File: src/rtl/ctrl_pipe_gen.sv
// Control-path pipeline for the 5-stage RV32I core: carries the decoded control
// bundle D->E->M->W, resolves branches from ALU flags and sequences MUL/DIV stalls.
module ctrl_pipe_gen #(
    parameter int ALUCTRL_W   = 4,
    parameter int RESSRC_W    = 2,
    parameter int MDU_LATENCY = 4
) (
    input  logic                 clk,
    input  logic                 reset,
    input  logic                 RegWriteD,
    input  logic                 MemWriteD,
    input  logic                 JumpD,
    input  logic                 JalrD,
    input  logic                 BranchD,
    input  logic [2:0]           Funct3D,
    input  logic                 MulDivD,
    input  logic                 ALUSrcAD,
    input  logic [1:0]           ALUSrcBD,
    input  logic [RESSRC_W-1:0]  ResultSrcD,
    input  logic [ALUCTRL_W-1:0] ALUControlD,
    input  logic                 FlushE,
    input  logic                 ZeroE,
    input  logic                 NegE,
    input  logic                 OvfE,
    input  logic                 CarryE,
    output logic                 PCSrcE,
    output logic                 PCJalrE,
    output logic                 ALUSrcAE,
    output logic [1:0]           ALUSrcBE,
    output logic [ALUCTRL_W-1:0] ALUControlE,
    output logic                 ResultSrcE0,
    output logic                 MduStartE,
    output logic                 MduStallE,
    output logic                 MemWriteM,
    output logic                 RegWriteM,
    output logic                 RegWriteW,
    output logic [RESSRC_W-1:0]  ResultSrcW
);

    localparam int CNT_W = 4;
    localparam logic [CNT_W-1:0] CNT_LOAD = CNT_W'(MDU_LATENCY - 1);
    localparam logic [CNT_W-1:0] CNT_ONE  = CNT_W'(1);

    typedef enum logic [1:0] {
        MDU_IDLE = 2'd0,
        MDU_BUSY = 2'd1,
        MDU_DONE = 2'd2
    } mdu_state_e;

    typedef struct packed {
        logic                 reg_write;
        logic                 mem_write;
        logic                 jump;
        logic                 jalr;
        logic                 branch;
        logic [2:0]           funct3;
        logic                 muldiv;
        logic                 alu_src_a;
        logic [1:0]           alu_src_b;
        logic [RESSRC_W-1:0]  result_src;
        logic [ALUCTRL_W-1:0] alu_control;
    } ctrl_e_t;

    typedef struct packed {
        logic                reg_write;
        logic                mem_write;
        logic [RESSRC_W-1:0] result_src;
    } ctrl_m_t;

    typedef struct packed {
        logic                reg_write;
        logic [RESSRC_W-1:0] result_src;
    } ctrl_w_t;

    // Carry clear means rs1 < rs2 unsigned; N^V is the signed less-than.
    function automatic logic branch_cond(input logic [2:0] funct3, input logic zero,
                                         input logic neg, input logic ovf, input logic carry);
        case (funct3)
            3'b000:  return zero;
            3'b001:  return ~zero;
            3'b100:  return neg ^ ovf;
            3'b101:  return ~(neg ^ ovf);
            3'b110:  return ~carry;
            3'b111:  return carry;
            default: return 1'b0;
        endcase
    endfunction

    ctrl_e_t    d_bundle_s, e_d, e_q;
    ctrl_m_t    m_d, m_q;
    ctrl_w_t    w_d, w_q;
    mdu_state_e state_d, state_q;
    logic [CNT_W-1:0] count_d, count_q;
    logic       mdu_start_s, mdu_stall_s;

    // Gather the decoded D-stage fields into one bundle
    always_comb begin
        d_bundle_s             = '0;
        d_bundle_s.reg_write   = RegWriteD;
        d_bundle_s.mem_write   = MemWriteD;
        d_bundle_s.jump        = JumpD;
        d_bundle_s.jalr        = JalrD;
        d_bundle_s.branch      = BranchD;
        d_bundle_s.funct3      = Funct3D;
        d_bundle_s.muldiv      = MulDivD;
        d_bundle_s.alu_src_a   = ALUSrcAD;
        d_bundle_s.alu_src_b   = ALUSrcBD;
        d_bundle_s.result_src  = ResultSrcD;
        d_bundle_s.alu_control = ALUControlD;
    end

    assign mdu_stall_s = e_q.muldiv & (state_q != MDU_DONE);

    // MDU sequencer next state; a flush abandons any op in flight
    always_comb begin
        state_d     = state_q;
        count_d     = count_q;
        mdu_start_s = 1'b0;
        case (state_q)
            MDU_IDLE: begin
                if (e_q.muldiv) begin
                    mdu_start_s = 1'b1;
                    count_d     = CNT_LOAD;
                    state_d     = (MDU_LATENCY == 1) ? MDU_DONE : MDU_BUSY;
                end else begin
                    state_d = MDU_IDLE;
                end
            end
            MDU_BUSY: begin
                if (count_q == CNT_ONE) begin
                    state_d = MDU_DONE;
                end else begin
                    count_d = count_q - CNT_ONE;
                end
            end
            MDU_DONE: state_d = MDU_IDLE;
            default:  state_d = MDU_IDLE;
        endcase
        if (FlushE) begin
            state_d = MDU_IDLE;
            count_d = '0;
        end else begin
            state_d = state_d;
        end
    end

    // Pipeline register next values: flush beats hold in E, stalls bubble M
    always_comb begin
        e_d = e_q;
        if (FlushE) begin
            e_d = '0;
        end else if (mdu_stall_s) begin
            e_d = e_q;
        end else begin
            e_d = d_bundle_s;
        end
        m_d = '0;
        if (mdu_stall_s) begin
            m_d = '0;
        end else begin
            m_d.reg_write  = e_q.reg_write;
            m_d.mem_write  = e_q.mem_write;
            m_d.result_src = e_q.result_src;
        end
        w_d.reg_write  = m_q.reg_write;
        w_d.result_src = m_q.result_src;
    end

    // State and pipeline registers
    always_ff @(posedge clk or negedge reset) begin
        if (!reset) begin
            e_q     <= '0;
            m_q     <= '0;
            w_q     <= '0;
            state_q <= MDU_IDLE;
            count_q <= '0;
        end else begin
            e_q     <= e_d;
            m_q     <= m_d;
            w_q     <= w_d;
            state_q <= state_d;
            count_q <= count_d;
        end
    end

    assign PCSrcE      = (e_q.branch & branch_cond(e_q.funct3, ZeroE, NegE, OvfE, CarryE)) | e_q.jump;
    assign PCJalrE     = e_q.jump & e_q.jalr;
    assign ALUSrcAE    = e_q.alu_src_a;
    assign ALUSrcBE    = e_q.alu_src_b;
    assign ALUControlE = e_q.alu_control;
    assign ResultSrcE0 = e_q.result_src[0];
    assign MduStartE   = mdu_start_s;
    assign MduStallE   = mdu_stall_s;
    assign MemWriteM   = m_q.mem_write;
    assign RegWriteM   = m_q.reg_write;
    assign RegWriteW   = w_q.reg_write;
    assign ResultSrcW  = w_q.result_src;

endmodule

File: config.mk
export PLATFORM = sky130hd
export DESIGN_NAME = ctrl_pipe_gen
export DESIGN_NICKNAME = d
export VERILOG_FILES = /design/src/rtl/ctrl_pipe_gen.sv
export SDC_FILE = /design/constraint.sdc
export NUM_CORES = 1
export LEC_CHECK = 0
export ABC_AREA = 0
export BUFFER_PORTS_ARGS = -buffer_cell sky130_fd_sc_hd__buf_2
export CORE_MARGIN = 3
export CORE_UTILIZATION = 50
export DETAILED_ROUTE_END_ITERATION = 7
export PLACE_DENSITY_LB_ADDON = 0.05
export REMOVE_ABC_BUFFERS = 1
export SYNTH_ARGS = -nofsm -noshare
export SYNTH_HDL_FRONTEND = slang
export SYNTH_SLANG_ARGS = --single-unit
export TNS_END_PERCENT = 20
File: constraint.sdc
create_clock -name clk -period 1.95 [get_ports clk]
set_clock_uncertainty 0.05 [all_clocks]
set_input_delay 0.195 -clock clk [delete_from_list [all_inputs] [get_ports clk]]
set_output_delay 0.195 -clock clk [all_outputs]
set_load 0.02 [all_outputs]
### Yosys cells after proc, flatten, opt, wreduce, memory -nomap -nowiden

Index checks and enable logic that the tools add are counted.

* add/sub/neg operators: 1
* equal/unequal tests: 12
* mux-type cells: 14
* bitwise operators: 8
* reductions and logical operators: 4

Operator list (count)
* 18-bit two-way mux: 2
* 4-bit two-way mux: 4
* 3-bit == test, second input constant: 4
* 3-bit != test, second input constant: 3
* 4-bit one-hot mux with 2 select lines: 1
* 1-bit one-hot mux with 6 select lines: 1
* 4-bit by 1-bit == test with 1-bit output, second input constant: 1
* 2-bit two-way mux: 2
* 2-bit != test, second input constant: 2
* 2-bit one-hot mux with 2 select lines: 1
* 4-bit by 1-bit subtractor with 4-bit output, second input constant: 1
* 1-bit AND: 3
* 3-bit by 1-bit == test with 1-bit output, second input constant: 1
* 3-bit logical NOT: 1
* 1-bit two-way mux: 3
* 1-bit inverter: 3
* 3-bit AND reduction: 1
* 3-bit nonzero test: 1
* 2-bit by 1-bit == test with 1-bit output, second input constant: 1
* 2-bit logical NOT: 1
* 1-bit OR: 1
* 1-bit XOR: 1

* flip-flop bits (word level): 31
* input bits: 25
* logic and storage cells: 57

### Longest topological paths before layout

* depth after elaboration: 5
* depth in mapped cells: 5

### Least setup slack after synthesis

No wires, ideal clock.

* path type: register to output
* start point: reg e_q[10] (netlist bit)
* end point: out PCSrcE
* arrival time: 1335 ps
* data required time: 1705 ps
* slack: 370 ps
* cell stages (with the launch flop): 4
* path through: dfrtp_1 -> xor3_1 -> or3_1 -> a41o_1

* longest elaborated chain between the ends: 4
* elaborated cells on any way between the ends: 9

Ends and longest elaborated chain
* start: declaration: RTL line 89 `ctrl_e_t d_bundle_s, e_d, e_q;`
* start signal: assignment: RTL line 172 `e_q <= '0;`
* start signal: assignment: RTL line 178 `e_q <= e_d;`
* 3-bit == test (tied with other cells): RTL line 78 `case (funct3)`
* 1-bit one-hot mux with 6 select lines *: RTL line 78
* 1-bit AND *: RTL line 186 `assign PCSrcE = (e_q.branch & branch_cond(e_q.funct3, ZeroE, NegE, OvfE, CarryE)) | e_q.jump;`
* 1-bit OR *: RTL line 186
* end: declaration: RTL line 26 `output logic PCSrcE,`

Mark *: on every way between the ends. The rest lies on a longest branch, timed or not.

### Final worst setup path

Same ends and word-level chain as after synthesis.

==> results.md <==
- PwrDens: 784 nW/um2
- Relative slew slack: between 50% and 60%
- Dpl ws: between 200 and 250 ps
- CTS root buffer: clkbuf_4
- Slack of the critical path: 106 ps
- Most common cell in the netlist: dfrtp_1
- TritonCTS clock tree: built
- Core area: roughly 2800 um2
- Die ar.: 3660 um2
- Layout area overhead: 19.1%
- Post-DP HPWL: around 2.1 mm
- Clock Sinks: 31
- Ant diodes: 0
- Worst path required time: between 1500 and 2000 ps
- Ys async rst share: between 90% and 100%
- CP Class: reg2out
- Worst Hold Class: in2reg
- Cell variety after synth: 28
- Final worst path period need: roughly 1800 ps
- CP Capture Type: output pin
- LEAKAGE: 0.000881 uW
- WL/cell: roughly 14 um
- Starting DRT DRC Count: 51
- Period utilization: between 90% and 100%
- First-pass GRT wire length: 4.89 mm
- Avg Synthesized Cell Area: between 10 and 15 um2
- Max-cap viol count: 0
- Highest clock rate: between 500 and 600 MHz
- Final wirelength: between 3 and 4 mm
- Sequential cell area fraction in the yosys report: 52.3%
- Final setup vio count: 0
- GRT overflow: 0
- Pin count of the biggest net entering global routing: 32
- GP Congestion: approximately 0.80
- Synth warn: 0
- CP bufs+invs: 1
- Share of post-route cells with drive strength above 1: 30.3%
- Max-slew violation count: 0
- H-tree levels: 2
- DRC Markers: 0
- Final hold vios: 0
- PnR Total Power: approximately 1400 uW
- Routed Antenna Nets: 0
- Delay-heaviest family, CP: flip-flops
- Synth area leaders: dfrtp_1 52%, nand3b_1 8.1%, o21ai_0 6.4%
- Initial Util: 53.4%
- M3 GR Usage: roughly 7.4%
- Synth Flop Type: dfrtp_1
- # rows: 19
- IO Pins: 42
- Fin util: 63.5%
- Synth cell count leaders: 31 x dfrtp_1, 19 x o21ai_0, 18 x a21oi_1, 16 x nand3b_1, 9 x inv_1
- Synthesized area: between 1000 and 1500 um2
- Top cell type's share of synthesized area: between 50% and 60%
- Initial antenna violation count: 0
- Chip Width: roughly 60 um
- Drt pass-1 iters: 4
- Crit-path max cell delay: 370 ps
- Final net count: ~210
- Least-Margin Pin Slew: slightly below 700 ps
- Cells after Synth: roughly 140
- Outcome: finished clean
- Post-synth EDFFs: 0
- Flop and latch count out of synthesis: 31
- Number of global-route vias before repair: between 1000 and 1500
- Die height: about 60 um
- Vias per cell: about 5.4
- CTS Buf Count: 5
- Worst EP arrival: roughly 1600 ps
- CP max FO: 2
- Worst vdd ir: ~0.00057 V
- Total Routing Usage GR: between 10% and 20%
- Final setup TNS: 0 ps
- GR peak layer: met2
- Crit-path slowest cell: dfrtp_1
- Clk_lat worst skew: between 300 and 400 ps
- Reg clk slew, reported paths: around 90 ps
- Critical Path, Cell by Cell: xor3_1, or3_1, a41o_1, buf_4
- Vias: between 1000 and 1500
- RSZ-0062 raised after global routing: false
- Crit start category: register
- Clock buffer depth: 2
- Met2 Resource Use GR: 31.6%
- GR Util met1: between 20% and 30%
- Number of port buffers: 41
- Area leader, netlist: dfrtp_1
## placed cells by master, fill, tap and decap left out, drive strengths merged
cell,count
buf,47
dfrtp,31
o21ai,19
a21oi,18
nand3b,16
inv,9
clkbuf,8
and2,6
or3,4
nor2b,3
a211oi,3
nand2b,2
or3b,2
o21bai,2
nor3b,2
nor2,2
ha,2
xor3,1
a32oi,1
a41o,1
a21o,1
nor3,1
a2111o,1
mux2i,1
a221oi,1
dlygate4sd3,1
## path summary, 6_finish.rpt
path,start,end,slack (ps),depth (start not counted)
setup reg to reg,count_q[0]$_DFFE_PN0P_,count_q[2]$_DFFE_PN0P_,340,5
hold / removal,MulDivD,e_q[9]$_DFFE_PN0P_,40,3
hold reg to reg,m_q[0]$_DFF_PN0_,ResultSrcW[0]$_DFF_PN0_,310,0
max in group asynchronous,reset,count_q[1]$_DFFE_PN0P_,1010,2
setup / recovery,e_q[10]$_DFFE_PN0P_,PCSrcE,110,4
min in group asynchronous,reset,ResultSrcW[1]$_DFF_PN0_,400,2
## cells by family (layout without fill, tap and decap cells)
kind of cell,count (synthesis),after routing,share of synthesized area (%)
AOI/OAI and AO/OA,47,47,18.1
adders and majority gates,2,2,1.69
and+or+nand+nor,38,38,17.5
muxes,1,1,0.675
buffers and inverters,24,65,8.18
DFF,31,31,52.3
xor gates and xnor gates,1,1,1.60
## flip-flops by register name (all words and copies together) (netlist names)
| name | flops |
|---|---|
| e_q | 10 |
| ALUControlE | 4 |
| count_q | 4 |
| ALUSrcBE | 2 |
| ResultSrcW | 2 |
| m_q | 2 |
| state_q | 2 |
| ALUSrcAE | 1 |
| MemWriteM | 1 |
| RegWriteM | 1 |
| RegWriteW | 1 |
| ResultSrcE0 | 1 |
## final cells by class
| cell class | instances | area [um2] |
|---|---|---|
| clock buffers | 8 | 68.8 |
| fillers | 242 | 1010 |
| inverters | 9 | 33.8 |
| multi-input cells | 89 | 587 |
| flip-flops and latches | 31 | 776 |
| well taps | 31 | 38.8 |
| repair buffers | 48 | 263 |
## metal layers
metal	vias to the layer above	wire, um
met5	-	0
met4	0	35
met3	4	187
met2	33	1500
met1	557	1300
li1	580	-
## per-stage QoR
step	hold slack, ps	cell area [um2]	instances
final	42.5	1770	216
after global routing	31.6	1770	216
after CTS	28.2	1770	216
after detailed placement	233	1680	206
after global placement	221	1680	206
after floorplan	-151	1400	129
## what timing repair did
item	CTS	global route
setup endpoints to repair	1	0
setup buffers	1	0
endpoints found under the hold margin	31	0
gates resized for setup	1	0
hold buffers	1	0
## worst register-to-register path: stages (launching register included)
cell and delay [ps]:
dfrtp_1 410, ha_1 190, nor3b_1 130, buf_4 150, a2111o_1 350, a211oi_1 240
## power breakdown
| part | internal, uW | total, uW | switching, uW |
|---|---|---|---|
| Combinational | 108 | 247 | 138 |
| Clock | 212 | 420 | 208 |
| Sequential | 688 | 719 | 31.0 |
No activity file was read; power rests on OpenSTA's default activity.
